**config.mk**
```make
export PLATFORM = sky130hd
export DESIGN_NAME = rs_dec_syndrome_flat
export DESIGN_NICKNAME = d
export VERILOG_FILES = /design/src/rtl/rs_dec_syndrome_if.sv /design/src/rtl/rs_dec_syndrome.sv /design/src/flat_wrapper.sv
export SDC_FILE = /design/constraint.sdc
export NUM_CORES = 1
export LEC_CHECK = 0
export ABC_AREA = 1
export CAP_MARGIN = 5
export CORE_UTILIZATION = 50
export DETAILED_ROUTE_END_ITERATION = 6
export GPL_TIMING_DRIVEN = 0
export PLACE_DENSITY = 0.73
export RECOVER_POWER = 50
export SKIP_CTS_REPAIR_TIMING = 1
export SLEW_MARGIN = 20
export SYNTH_ARGS = -nofsm -noshare
export SYNTH_HDL_FRONTEND = slang
export SYNTH_SLANG_ARGS = --single-unit
export TNS_END_PERCENT = 100
```
**constraint.sdc**
```tcl
create_clock -name i_clk -period 2 [get_ports i_clk]
set_clock_uncertainty 0.15 [all_clocks]
set_input_delay 0.3 -clock i_clk [delete_from_list [all_inputs] [get_ports i_clk]]
set_output_delay 0.3 -clock i_clk [all_outputs]
set_load 0.02 [all_outputs]
```
**src/rtl/rs_dec_syndrome_if.sv**
```systemverilog
// Symbol-stream and syndrome bundle between the received-symbol source,
// rs_dec_syndrome and the downstream Euclid stage.
interface rs_dec_syndrome_if;
    logic [7:0] i_data;
    logic       i_valid;
    logic       i_sof;
    logic [7:0] o_s0;
    logic [7:0] o_s1;
    logic [7:0] o_s2;
    logic [7:0] o_s3;
    logic       o_synd_sync;
    logic       o_nonzero;
    logic       o_frame_err;

    modport master (
        output i_data, i_valid, i_sof,
        input  o_s0, o_s1, o_s2, o_s3, o_synd_sync, o_nonzero, o_frame_err
    );

    modport slave (
        input  i_data, i_valid, i_sof,
        output o_s0, o_s1, o_s2, o_s3, o_synd_sync, o_nonzero, o_frame_err
    );
endinterface

```
**src/rtl/rs_dec_syndrome.sv**
```systemverilog
// Symbol-serial syndrome computer S0..S3 = r(alpha^0..alpha^3) over GF(2^8),
// field polynomial 0x11D, highest-degree symbol first (Horner evaluation).
module rs_dec_syndrome #(
    parameter int CW_LEN = 32
) (
    input logic              i_clk,
    input logic              i_rst,
    rs_dec_syndrome_if.slave bus
);
    localparam logic [0:0] ST_IDLE  = 1'b0;
    localparam logic [0:0] ST_ACC   = 1'b1;
    localparam logic [7:0] LAST_CNT = 8'(CW_LEN - 1);

    // Multiply by alpha: shift left, fold the x^8 carry back with 0x1D.
    function automatic logic [7:0] mul_alpha(input logic [7:0] x);
        return {x[6:0], 1'b0} ^ (x[7] ? 8'h1D : 8'h00);
    endfunction

    logic [0:0] state_q, state_d;
    logic [7:0] cnt_q, cnt_d;
    logic [7:0] acc_q   [4];
    logic [7:0] acc_d   [4];
    logic [7:0] synd_q  [4];
    logic [7:0] synd_d  [4];
    logic [7:0] horner  [4];
    logic       nz_q, nz_d;
    logic       sync_q, sync_d;
    logic       ferr_q, ferr_d;

    assign horner[0] = acc_q[0] ^ bus.i_data;
    assign horner[1] = mul_alpha(acc_q[1]) ^ bus.i_data;
    assign horner[2] = mul_alpha(mul_alpha(acc_q[2])) ^ bus.i_data;
    assign horner[3] = mul_alpha(mul_alpha(mul_alpha(acc_q[3]))) ^ bus.i_data;

    always_comb begin
        state_d = state_q;
        cnt_d   = cnt_q;
        acc_d   = acc_q;
        synd_d  = synd_q;
        nz_d    = nz_q;
        sync_d  = 1'b0;
        ferr_d  = 1'b0;
        if (state_q == ST_IDLE) begin
            if (bus.i_valid && bus.i_sof) begin
                for (int j = 0; j < 4; j++) acc_d[j] = bus.i_data;
                cnt_d   = 8'd1;
                state_d = ST_ACC;
            end
        end else if (bus.i_valid) begin
            if (bus.i_sof) begin
                // Early restart: drop the partial word, published syndromes untouched.
                for (int j = 0; j < 4; j++) acc_d[j] = bus.i_data;
                cnt_d  = 8'd1;
                ferr_d = 1'b1;
            end else if (cnt_q == LAST_CNT) begin
                synd_d  = horner;
                nz_d    = |(horner[0] | horner[1] | horner[2] | horner[3]);
                sync_d  = 1'b1;
                cnt_d   = 8'd0;
                acc_d   = '{default: 8'h00};
                state_d = ST_IDLE;
            end else begin
                acc_d = horner;
                cnt_d = cnt_q + 8'd1;
            end
        end
    end

    always_ff @(posedge i_clk) begin
        if (i_rst) begin
            state_q <= ST_IDLE;
            cnt_q   <= 8'd0;
            acc_q   <= '{default: 8'h00};
            synd_q  <= '{default: 8'h00};
            nz_q    <= 1'b0;
            sync_q  <= 1'b0;
            ferr_q  <= 1'b0;
        end else begin
            state_q <= state_d;
            cnt_q   <= cnt_d;
            acc_q   <= acc_d;
            synd_q  <= synd_d;
            nz_q    <= nz_d;
            sync_q  <= sync_d;
            ferr_q  <= ferr_d;
        end
    end

    assign bus.o_s0        = synd_q[0];
    assign bus.o_s1        = synd_q[1];
    assign bus.o_s2        = synd_q[2];
    assign bus.o_s3        = synd_q[3];
    assign bus.o_nonzero   = nz_q;
    assign bus.o_synd_sync = sync_q;
    assign bus.o_frame_err = ferr_q;
endmodule

```
**src/flat_wrapper.sv**
```systemverilog
// flat-port wrapper written by rule: the top's interface ports become plain ports
module rs_dec_syndrome_flat 
#(
    parameter int CW_LEN = 32
)
  (i_clk, i_rst, bus_i_data, bus_i_valid, bus_i_sof, bus_o_s0, bus_o_s1, bus_o_s2, bus_o_s3, bus_o_synd_sync, bus_o_nonzero, bus_o_frame_err);
  rs_dec_syndrome_if bus_i ();
  input logic i_clk;
  input logic i_rst;
  input wire logic [$bits(bus_i.i_data)-1:0] bus_i_data;
  input wire logic [$bits(bus_i.i_valid)-1:0] bus_i_valid;
  input wire logic [$bits(bus_i.i_sof)-1:0] bus_i_sof;
  output wire logic [$bits(bus_i.o_s0)-1:0] bus_o_s0;
  output wire logic [$bits(bus_i.o_s1)-1:0] bus_o_s1;
  output wire logic [$bits(bus_i.o_s2)-1:0] bus_o_s2;
  output wire logic [$bits(bus_i.o_s3)-1:0] bus_o_s3;
  output wire logic [$bits(bus_i.o_synd_sync)-1:0] bus_o_synd_sync;
  output wire logic [$bits(bus_i.o_nonzero)-1:0] bus_o_nonzero;
  output wire logic [$bits(bus_i.o_frame_err)-1:0] bus_o_frame_err;
  assign bus_i.i_data = bus_i_data;
  assign bus_i.i_valid = bus_i_valid;
  assign bus_i.i_sof = bus_i_sof;
  assign bus_o_s0 = bus_i.o_s0;
  assign bus_o_s1 = bus_i.o_s1;
  assign bus_o_s2 = bus_i.o_s2;
  assign bus_o_s3 = bus_i.o_s3;
  assign bus_o_synd_sync = bus_i.o_synd_sync;
  assign bus_o_nonzero = bus_i.o_nonzero;
  assign bus_o_frame_err = bus_i.o_frame_err;
  rs_dec_syndrome #(.CW_LEN(CW_LEN)) u_core (.i_clk(i_clk), .i_rst(i_rst), .bus(bus_i));
endmodule
```
==> load_flow_metrics.sql <==
INSERT INTO impl_metrics (metric_group, metric, value, unit) VALUES
('clocking', 'h-tree-depth', '3', ''),
('cells_and_area', 'area_growth', '24.3', '%'),
('pwr', 'clock_power_share', '41.9', '%'),
('cells_and_area', 'nets', '644', ''),
('synthesis', 'netlist.top_cell.by_area', 'dfxtp_1', ''),
('drt', 'wl_per_cell', '15.3', 'um'),
('pwr', 'ir_worst_vdd', '0.496', 'mV'),
('floorplan', 'coreArea', '7250', 'sq um'),
('placed_design', 'placement.setup.worst_slack', '-0.531', 'ns'),
('placed_design', 'dpl.hpwl', '8.38', 'mm'),
('synthesis', 'synth_enable_flop_cells', '0', ''),
('synthesis', 'synthesis.nets', '585', ''),
('setup_path', 'cp-start-kind', 'flip-flop', ''),
('sta', 'post-route-worst-setup-slack', '0.0835', 'ns'),
('placed_design', 'place.port_buffers', '44', ''),
('pwr', 'switching_share', '26.6', '%'),
('setup_path', 'arrival', '2.04', 'ns'),
('synthesis', 'area_of_the_mapped_netlist', '3740', 'sq um'),
('setup_path', 'worstPathCellList', 'ha_2, nand4_2, nor2_4, nand2_4, inv_4, buf_6, o21ai_1, a31oi_1', ''),
('drt', 'drc', '0', ''),
('setup_path', 'cp-end-kind', 'flip-flop', ''),
('synthesis', 'yosys_warnings', '0', ''),
('worst_hold_path', 'hp-class', 'in -> reg', ''),
('synthesis', 'synth_seq_area_share', '40.7', '%'),
('clocking', 'clock_sinks', '76', ''),
('cells_and_area', 'layout.cell_area.non_filler', '4650', 'sq um'),
('clocking', 'cts_made_buffers', '9', ''),
('sta', 'layout_worst_path_cycle_share', '95.8', '%'),
('sta', 'fmaxAchievable', '0.522', 'GHz'),
('synthesis', 'adder_cell_share_of_the_synthesized_area', '0.334', '%'),
('synthesis', 'synth.avg_cell_area', '6.54', 'sq um'),
('cells_and_area', 'num_antenna_cells', '0', ''),
('drt', 'dr_total_vias', '3940', ''),
('setup_path', 'setup_cp_type', 'reg -> reg', ''),
('sta', 'final_hold_viol_count', '0', ''),
('drt', 'postRouteAntennaNets', '0', ''),
('synthesis', 'synth_common_cells', 'nand2_1 (207), dfxtp_1 (76), inv_1 (53)', ''),
('synthesis', 'yosys-mux-area-fraction', '0', '%'),
('setup_path', 'worst-endpoint-required', '2.13', 'ns'),
('sta', 'period_minus_slack', '1.92', 'ns'),
('grt', 'gr-usage-all-layers', '30.6', '%'),
('synthesis', 'number_of_different_library_cells_in_the_post_synthesis_netlist', '31', ''),
('cells_and_area', 'post_route_cells_drive_above_1_share', '7.55', '%'),
('clocking', 'clock_latency', '0.35', 'ns'),
('placed_design', 'routabilityCongestion', '0.956', ''),
('clocking', 'cts_root_buf', 'clkbuf_8', ''),
('synthesis', 'synth.area.top_cells', 'dfxtp_1 (41%), nand2_1 (21%), a21oi_1 (6.3%)', ''),
('floorplan', 'die_height', '88.5', 'um'),
('pwr', 'share_comb_of_total_power', '14.4', '%'),
('pwr', 'intPower', '2730', 'uW'),
('synthesis', 'ffs_latches_synth', '76', ''),
('synthesis', 'synth_top_family_by_area', 'simple AND/OR/NAND/NOR gates', ''),
('grt', 'grt_max_degree', '13', ''),
('synthesis', 'synth-async-reset-ratio', '0', '%'),
('synthesis', 'synthFlopType', 'dfxtp_1', ''),
('floorplan', 'die_area', '7830', 'sq um'),
('synthesis', 'synth-compound-area-share', '17.7', '%'),
('floorplan', 'row_cnt', '31', ''),
('run', 'drv.max_cap_violation_count', '0', ''),
('synthesis', 'synthesis.instances', '572', ''),
('floorplan', 'floorplan.io_pins', '47', ''),
('grt', 'globalRouteOverflowTotal', '0', ''),
('run_status', 'status', 'finished clean', ''),
('pwr', 'power.share.sequential', '43.7', '%'),
('sta', 'drv_slew', '0', ''),
('synthesis', 'synth-simple-area-share', '30.2', '%'),
('grt', 'first_global_vias', '3624', ''),
('pwr', 'leakage_component_of_the_power', '0.00211', 'uW'),
('cells_and_area', 'fin_util', '64.2', '%'),
('clocking', 'clock_pin_slew_on_the_worst_setup_and_hold_paths', '0.08', 'ns'),
('floorplan', 'horizontal_extent_of_the_die', '88.5', 'um');
==> kinds of logic (layout without fill, tap and decap cells) <==
| logic type | count (synthesis) | after routing |
|---|---|---|
| AND/OR/NAND/NOR | 281 | 281 |
| AO/OA/AOI/OAI | 126 | 126 |
| buffers and inverters | 81 | 145 |
| flip-flops | 76 | 76 |
| XOR/XNOR | 7 | 7 |
| adder cells (fa/ha/maj) | 1 | 1 |
==> metal layers <==
metal	share of wire [%]	track usage, %
met5	0	0
met3	6.5	4.48
met1	45	40.0
met4	3.6	16.3
met2	44	49.0
==> state kept, by name, indices dropped and copies added (netlist names) <==
name / flops
u_core.acc_q: 32
u_core.bus.o_s0: 8
u_core.bus.o_s1: 8
u_core.bus.o_s2: 8
u_core.bus.o_s3: 8
u_core.cnt_q: 8
u_core.bus.o_frame_err: 1
u_core.bus.o_nonzero: 1
u_core.bus.o_synd_sync: 1
u_core.state_q: 1
==> cells in the final DEF, fill, tap and decap left out, types with 2 or more instances in the layout <==
| cell | n |
|---|---|
| a21oi_1 | 43 |
| dlymetal6s2s_1 | 5 |
| buf_2 | 6 |
| nor2_4 | 2 |
| nor2_1 | 37 |
| a21oi_2 | 4 |
| clkbuf_8 | 10 |
| xnor2_1 | 3 |
| clkdlybuf4s50_1 | 39 |
| nand3_1 | 25 |
| xor2_1 | 4 |
| nand4_1 | 3 |
| nand3b_1 | 2 |
| dfxtp_1 | 74 |
| a31oi_1 | 20 |
| buf_6 | 4 |
| buf_4 | 7 |
| inv_1 | 53 |
| clkbuf_1 | 12 |
| dfxtp_2 | 2 |
| bufinv_16 | 4 |
| nand2_1 | 206 |
| o21ai_1 | 20 |
| o21ai_0 | 37 |
==> critical path, delay by kind of cell, from the launching register on <==
kind                       cells  cell delay (ns)
adders and majority gates      1             0.23
and+or+nand+nor                3             0.53
buffers and inverters          2             0.29
DFF                            1             0.40
AOI/OAI and AO/OA              2             0.24
==> cell type report <==
cell class                 instances  area [sq um]  area share (%)
multi-input combinational        415          1890            40.7
inverter                          56           216            4.65
clock inverter                     4           120            2.58
sequential                        76          1520            32.8
timing repair buffer              48           483            10.4
tap                               99           124            2.66
clock buffer                      12           145            3.12
buffer                            25           148            3.17
==> metrics by stage <==
stage               power (uW)  cells  TNS (ns)  hold WS [ns]
floorplan                 2000    572         0         0.272
global placement          2160    715    -15.16         0.313
detailed placement        2170    715    -15.39         0.312
CTS                       3710    731    -0.705        0.0797
global route              3870    735   -0.0163        0.0993
finish                    3720    735         0        0.0868
==> worst paths after layout <==
check / slack, ns / endpoint / cells past startpoint / from
worst max-delay path: 0.08 / u_core.bus.o_s0[1]$_SDFFE_PP0P_ / 8 / u_core.cnt_q[0]$_SDFFE_PP0P_
worst max register to register: 0.08 / u_core.bus.o_s0[1]$_SDFFE_PP0P_ / 8 / u_core.cnt_q[0]$_SDFFE_PP0P_
worst min register to register: 0.32 / u_core.bus.o_s2[2]$_SDFFE_PP0P_ / 2 / u_core.bus.o_s2[2]$_SDFFE_PP0P_
worst min-delay path: 0.09 / u_core.cnt_q[1]$_SDFFE_PP0P_ / 2 / i_rst
==> power by group through the flow <==
stage	sequential, uW	combinational [uW]	clock (uW)
after CTS	1630	515	1570
final	1630	535	1560
after detailed placement	1660	512	0
after global placement	1660	507	0
after floorplan	1640	360	0
after global routing	1630	601	1640
No activity file was read; power rests on OpenSTA's default activity.
==> RTL edit 1: new RTL, config.mk and constraints unchanged <==
One comparison of `cnt_q` changes from == to >=.
--- a/src/rtl/rs_dec_syndrome.sv
+++ b/src/rtl/rs_dec_syndrome.sv
@@ -54,3 +54,3 @@
                 ferr_d = 1'b1;
-            end else if (cnt_q == LAST_CNT) begin
+            end else if (cnt_q >= LAST_CNT) begin
                 synd_d  = horner;
Formal check against the unedited RTL: no difference found for any inputs over 10 cycles, from zero or initial values and one cycle with i_rst high; that may be too few to reach the edited logic, so the function may still have changed.
==> RTL edit 1 against the original RTL <==
Total power shrank 8.8%. Critical path type unchanged. First-iteration DRC count shrank 17%. Area after synthesis grew 0.87%. Sequential cell count is the same. Design area shrank 1.4%. Worst setup slack lost 0.0047 ns. Hold slack lost 0.030 ns. Routed wire length shrank 3.9%. Sequential share of layout area grew 0.43 points. Die area grew 0.85%.
==> RTL edit 1: results <==
[run_status]
status = "finished, final reports clean"

[final_layout]
nets = 659
largest_register = "u_core.acc_q"
diodes = 0
largest_register_ffs = 32
drive_gt1_frac = 0.0876

[synth]
synth_xor_area_frac = 0.00928
synth_adder_area_share = 0.00331
synthMuxAreaShare = 0
synth.distinct_cells = 28
synth_common_cells = "244 x nand2_1, 76 x dfxtp_1, 52 x inv_1"
netlist_instances = 590
async_flop_share = 0
ys_seq_area_frac = 0.403
synthTopCellsByArea = "dfxtp_1 40%, nand2_1 24%, nand3_1 6.4%, a21oi_1 6.1%, inv_1 5.2%"
synth_compound_area_frac = 0.117
syn_nets = 603
synth_warnings = 0

[power_and_ir_drop]
sw_frac_of_total = 0.306
irDropWorstVdd_mv = 0.537
p_leak_uw = 0.00218

[placed_design]
dp_hpwl_mm = 7.98
detailedPlace.worstSlack_ns = -0.363
place.gp.congestion = 0.879
dp_cells = 732
portBuffers = 43

[clock_network]
clk_pin_slew_ns = 0.08
cts_buffers = 9
clock_path_buffers = 2
cts_root_buffer = "clkbuf_8"
clock_latency_ns = 0.35
htreeDepth = 3

[worst_setup_path]
critical_path.max_stage_delay_ns = 0.36
r2r_start = "u_core.cnt_q[0]"
crit_family = "simple AND/OR/NAND/NOR gates"
reg2reg_to = "u_core.acc_q[12]"
reg2reg_slack_ns = 0.08
required_ns = 2.13
critPathSlowestCell = "dfxtp_1"
r2r_cells = 9
critPathMaxFanout = 10

[min_path]
hp-start = "i_rst"
holdPathStages = 2
hp-class = "input pin to flop"

[drt]
wl_met2_mm = 4.87
firstDrtPassIters = 5
vias_per_cell = 5.24
drt_iter0_markers = 267
top_layer = "met4"
wl_met1_mm = 5.01
route.met3.wl_um = 661
wl_mm = 10.8
routedWlPerCell_um = 14.5

[global_routing]
grt_pass1_wl_mm = 16.5
grt_pass1_vias = 3388
antenna_found_initial = 0
grt_max_degree = 14
grt_usage = 0.282

[timing]
holdWs_ns = 0.0572
tightest_slew_ns = 0.583
[RTL edit 1: changes by cell type after synthesis, moves of 4 or more]
cell      delta
nand2_1     +37
nand3_1     +23
a31oi_1     -20
o21ai_1     -17
clkbuf_1     -4
o21ai_0      -4
[RTL edit 1: metrics by stage]
step | setup TNS (ns) | area, um2 | power [uW] | utilization
floorplan | 0 | 3770 | 2020 | -
global placement | -4.47 | 4330 | 2180 | 0.594
detailed placement | -5.27 | 4330 | 2190 | 0.594
CTS | -0.00686 | 4530 | 3390 | 0.621
global route | -0.00188 | 4590 | 3550 | 0.629
finish | 0 | 4590 | 3390 | 0.629
[RTL edit 1: worst max path at each step]
| stage | startpoint | end | slack (ns) |
|---|---|---|---|
| floorplan | u_core.cnt_q[0] | u_core.acc_q[1] | 0.39 |
| global route | u_core.cnt_q[0] | u_core.acc_q[20] | -0.002 |
| detailed placement | bus_i_data[1] | u_core.bus.o_nonzero | -0.36 |
| global placement | bus_i_data[4] | u_core.bus.o_nonzero | -0.32 |
| finish | u_core.cnt_q[0] | u_core.acc_q[12] | 0.08 |
| CTS | bus_i_data[1] | u_core.bus.o_nonzero | -0.007 |
[RTL edit 1: final cells by class]
cell class / instances / area (um2)
clock inverter: 5 / 61.3
inverter: 55 / 206
clock buffer: 11 / 141
fill: 706 / 2700
buffer: 26 / 154
sequential: 76 / 1520
timing repair buffer: 45 / 455
multi-input combinational: 433 / 1920
tap: 99 / 124
[RTL edit 1: layer usage]
| metal | vias to the layer above | track usage |
|---|---|---|
| met5 | - | 0 |
| li1 | 1967 | - |
| met1 | 1822 | 0.381 |
| met3 | 22 | 0.0554 |
| met4 | 0 | 0.116 |
| met2 | 118 | 0.443 |
[RTL edit 1: cells by family (layout without fill, tap and decap cells)]
kind of cell / after synthesis / after routing
and+or+nand+nor: 342 / 342
buffers and inverters: 81 / 142
DFF: 76 / 76
xor gates and xnor gates: 4 / 4
adders and majority gates: 1 / 1
AOI/OAI and AO/OA: 86 / 86
[RTL edit 1: power groups by stage]
stage | registers, uW | clock network [uW] | logic (uW)
finish | 1620 | 1220 | 555
global route | 1630 | 1300 | 618
CTS | 1620 | 1230 | 538
detailed placement | 1650 | 0 | 535
global placement | 1650 | 0 | 526
floorplan | 1640 | 0 | 379
==> RTL edit 2: new RTL, config.mk and constraints unchanged <==
Made on the original files. `CW_LEN` is set to 32 in 2 places; all go to 31.
--- a/src/rtl/rs_dec_syndrome.sv
+++ b/src/rtl/rs_dec_syndrome.sv
@@ -3,3 +3,3 @@
 module rs_dec_syndrome #(
-    parameter int CW_LEN = 32
+    parameter int CW_LEN = 31
 ) (
--- a/src/flat_wrapper.sv
+++ b/src/flat_wrapper.sv
@@ -3,3 +3,3 @@
 #(
-    parameter int CW_LEN = 32
+    parameter int CW_LEN = 31
 )
Behaviour: same outputs for any inputs over 10 cycles, from zero or initial values and one cycle with i_rst high; that may be too few to reach the edited logic, so the function may still have changed.
==> RTL edit 2 against the original RTL <==
Routed wire length fell by 5.2%. Worst setup slack got worse by 0.028 ns. Non-clock buffer count decreased by 4. Critical path depth grew 2. Combinational power down 4.5%. Design area is 2.0% lower. Fmax shrank 1.4%. Area after synthesis grew 1.2%. Hold slack improved by 0.062 ns. Sequential power barely moved. Sequential cell count did not move. Total power decreased by 13%. Critical path type is now input pin to flop. Largest cell class unchanged. Highest routed layer unchanged.
==> RTL edit 2: results <==
[synth]
synth_common_cells = "248 x nand2_1, 76 x dfxtp_1, 55 x inv_1"
synth_compound_area_frac = 0.124
synth_adder_area_share = 0.00661
synth_xor_area_frac = 0.0162
synth.distinct_cells = 31
ys_seq_area_frac = 0.402
synthTopCellsByArea = "dfxtp_1 40%, nand2_1 25%, a21oi_1 6.3%, nand3_1 5.6%, inv_1 5.5%"
synth_ff_type = "dfxtp_1"
syn_nets = 609

[worst_setup_path]
critPathMaxFanout = 6
critPathSlowestCell = "clkdlybuf4s50_1"
crit_family = "buffers and inverters"
cp-startpoint = "bus_i_data[2]"
critical_path.max_stage_delay_ns = 0.70

[final_layout]
nets = 664
diodes = 0
utilization = 0.626
drive_gt1_frac = 0.0656
fillers = 754

[placed_design]
detailedPlace.worstSlack_ns = -0.377
portBuffers = 44
placed_area_mm2 = 0.00435
dp_hpwl_mm = 7.72
place.gp.congestion = 0.963

[global_routing]
grt_pass1_wl_mm = 17.0
grt_max_degree = 14
grt_pass1_vias = 3541
grt_usage = 0.289

[timing]
tightest_slew_ns = 0.603

[min_path]
hp-class = "input pin to flop"

[drt]
routedWlPerCell_um = 14.2
vias = 3925
drt_iter0_markers = 330
firstDrtPassIters = 5

[power_and_ir_drop]
sw_frac_of_total = 0.312
irDropWorstVdd_mv = 0.380
p_leak_uw = 0.00226

[clock_network]
htreeDepth = 3

[run_status]
status = "finished, final reports clean"
==> RTL edit 2: cell types whose count changed after synthesis, moves of 2 or more <==
cell and delta:
o21ai_1 -20, buf_2 -4, nand4_1 -2, o21ai_0 +3
nor2_1 -2, nand2_1 +41, a31oi_1 -19, buf_1 +3
inv_1 +2, clkbuf_1 +2, nand3_1 +17
==> RTL edit 2: metrics by stage <==
stage / hold WS, ns / cells
after floorplan: 0.289 / 595
after global placement: 0.307 / 738
after detailed placement: 0.310 / 738
after CTS: 0.154 / 754
after global routing: 0.147 / 754
final: 0.149 / 754
==> RTL edit 2: kinds of logic after synthesis <==
kind of cell | count (synthesis)
AO/OA/AOI/OAI | 92
flip-flops | 76
buffers and inverters | 83
XOR/XNOR | 7
AND/OR/NAND/NOR | 335
adder cells (fa/ha/maj) | 2
==> RTL edit 2: worst register-to-register path, delay by kind of cell (launching register included) <==
kind | cells | cell delay (ns)
DFF | 1 | 0.38
AOI/OAI and AO/OA | 2 | 0.38
buffers and inverters | 2 | 0.32
adders and majority gates | 1 | 0.22
and+or+nand+nor | 2 | 0.33
==> RTL edit 2: power groups by stage <==
stage | registers [uW] | clock network (uW) | logic [uW]
2_1_floorplan | 1640 | 0 | 354
3_3_place_gp | 1650 | 0 | 489
3_5_place_dp | 1650 | 0 | 498
4_1_cts | 1620 | 1090 | 502
5_1_grt | 1630 | 1170 | 576
6_report | 1630 | 1090 | 511
==> RTL edit 2: cell type report <==
| cell class | count | share of cell area |
|---|---|---|
| Clock buffer | 11 | 0.0310 |
| Multi-Input combinational cell | 436 | 0.424 |
| Tap cell | 99 | 0.0272 |
| Buffer | 24 | 0.0293 |
| Inverter | 58 | 0.0477 |
| Clock inverter | 5 | 0.00795 |
| Timing Repair Buffer | 45 | 0.0993 |
| Sequential cell | 76 | 0.334 |
==> RTL edit 2: final timing paths <==
check | to | cells past startpoint | slack, ns
max reg2reg | u_core.acc_q[13] | 7 | 0.17
min reg2reg | u_core.bus.o_s2[5] | 2 | 0.32
min | u_core.cnt_q[0] | 2 | 0.15
max | u_core.bus.o_nonzero | 10 | 0.06
==> RTL edit 2: routing by layer <==
layer | GRT usage | part of all wire
met5 | 0 | 0
met4 | 0.137 | 0.030
met3 | 0.0554 | 0.063
met2 | 0.469 | 0.47
met1 | 0.372 | 0.44
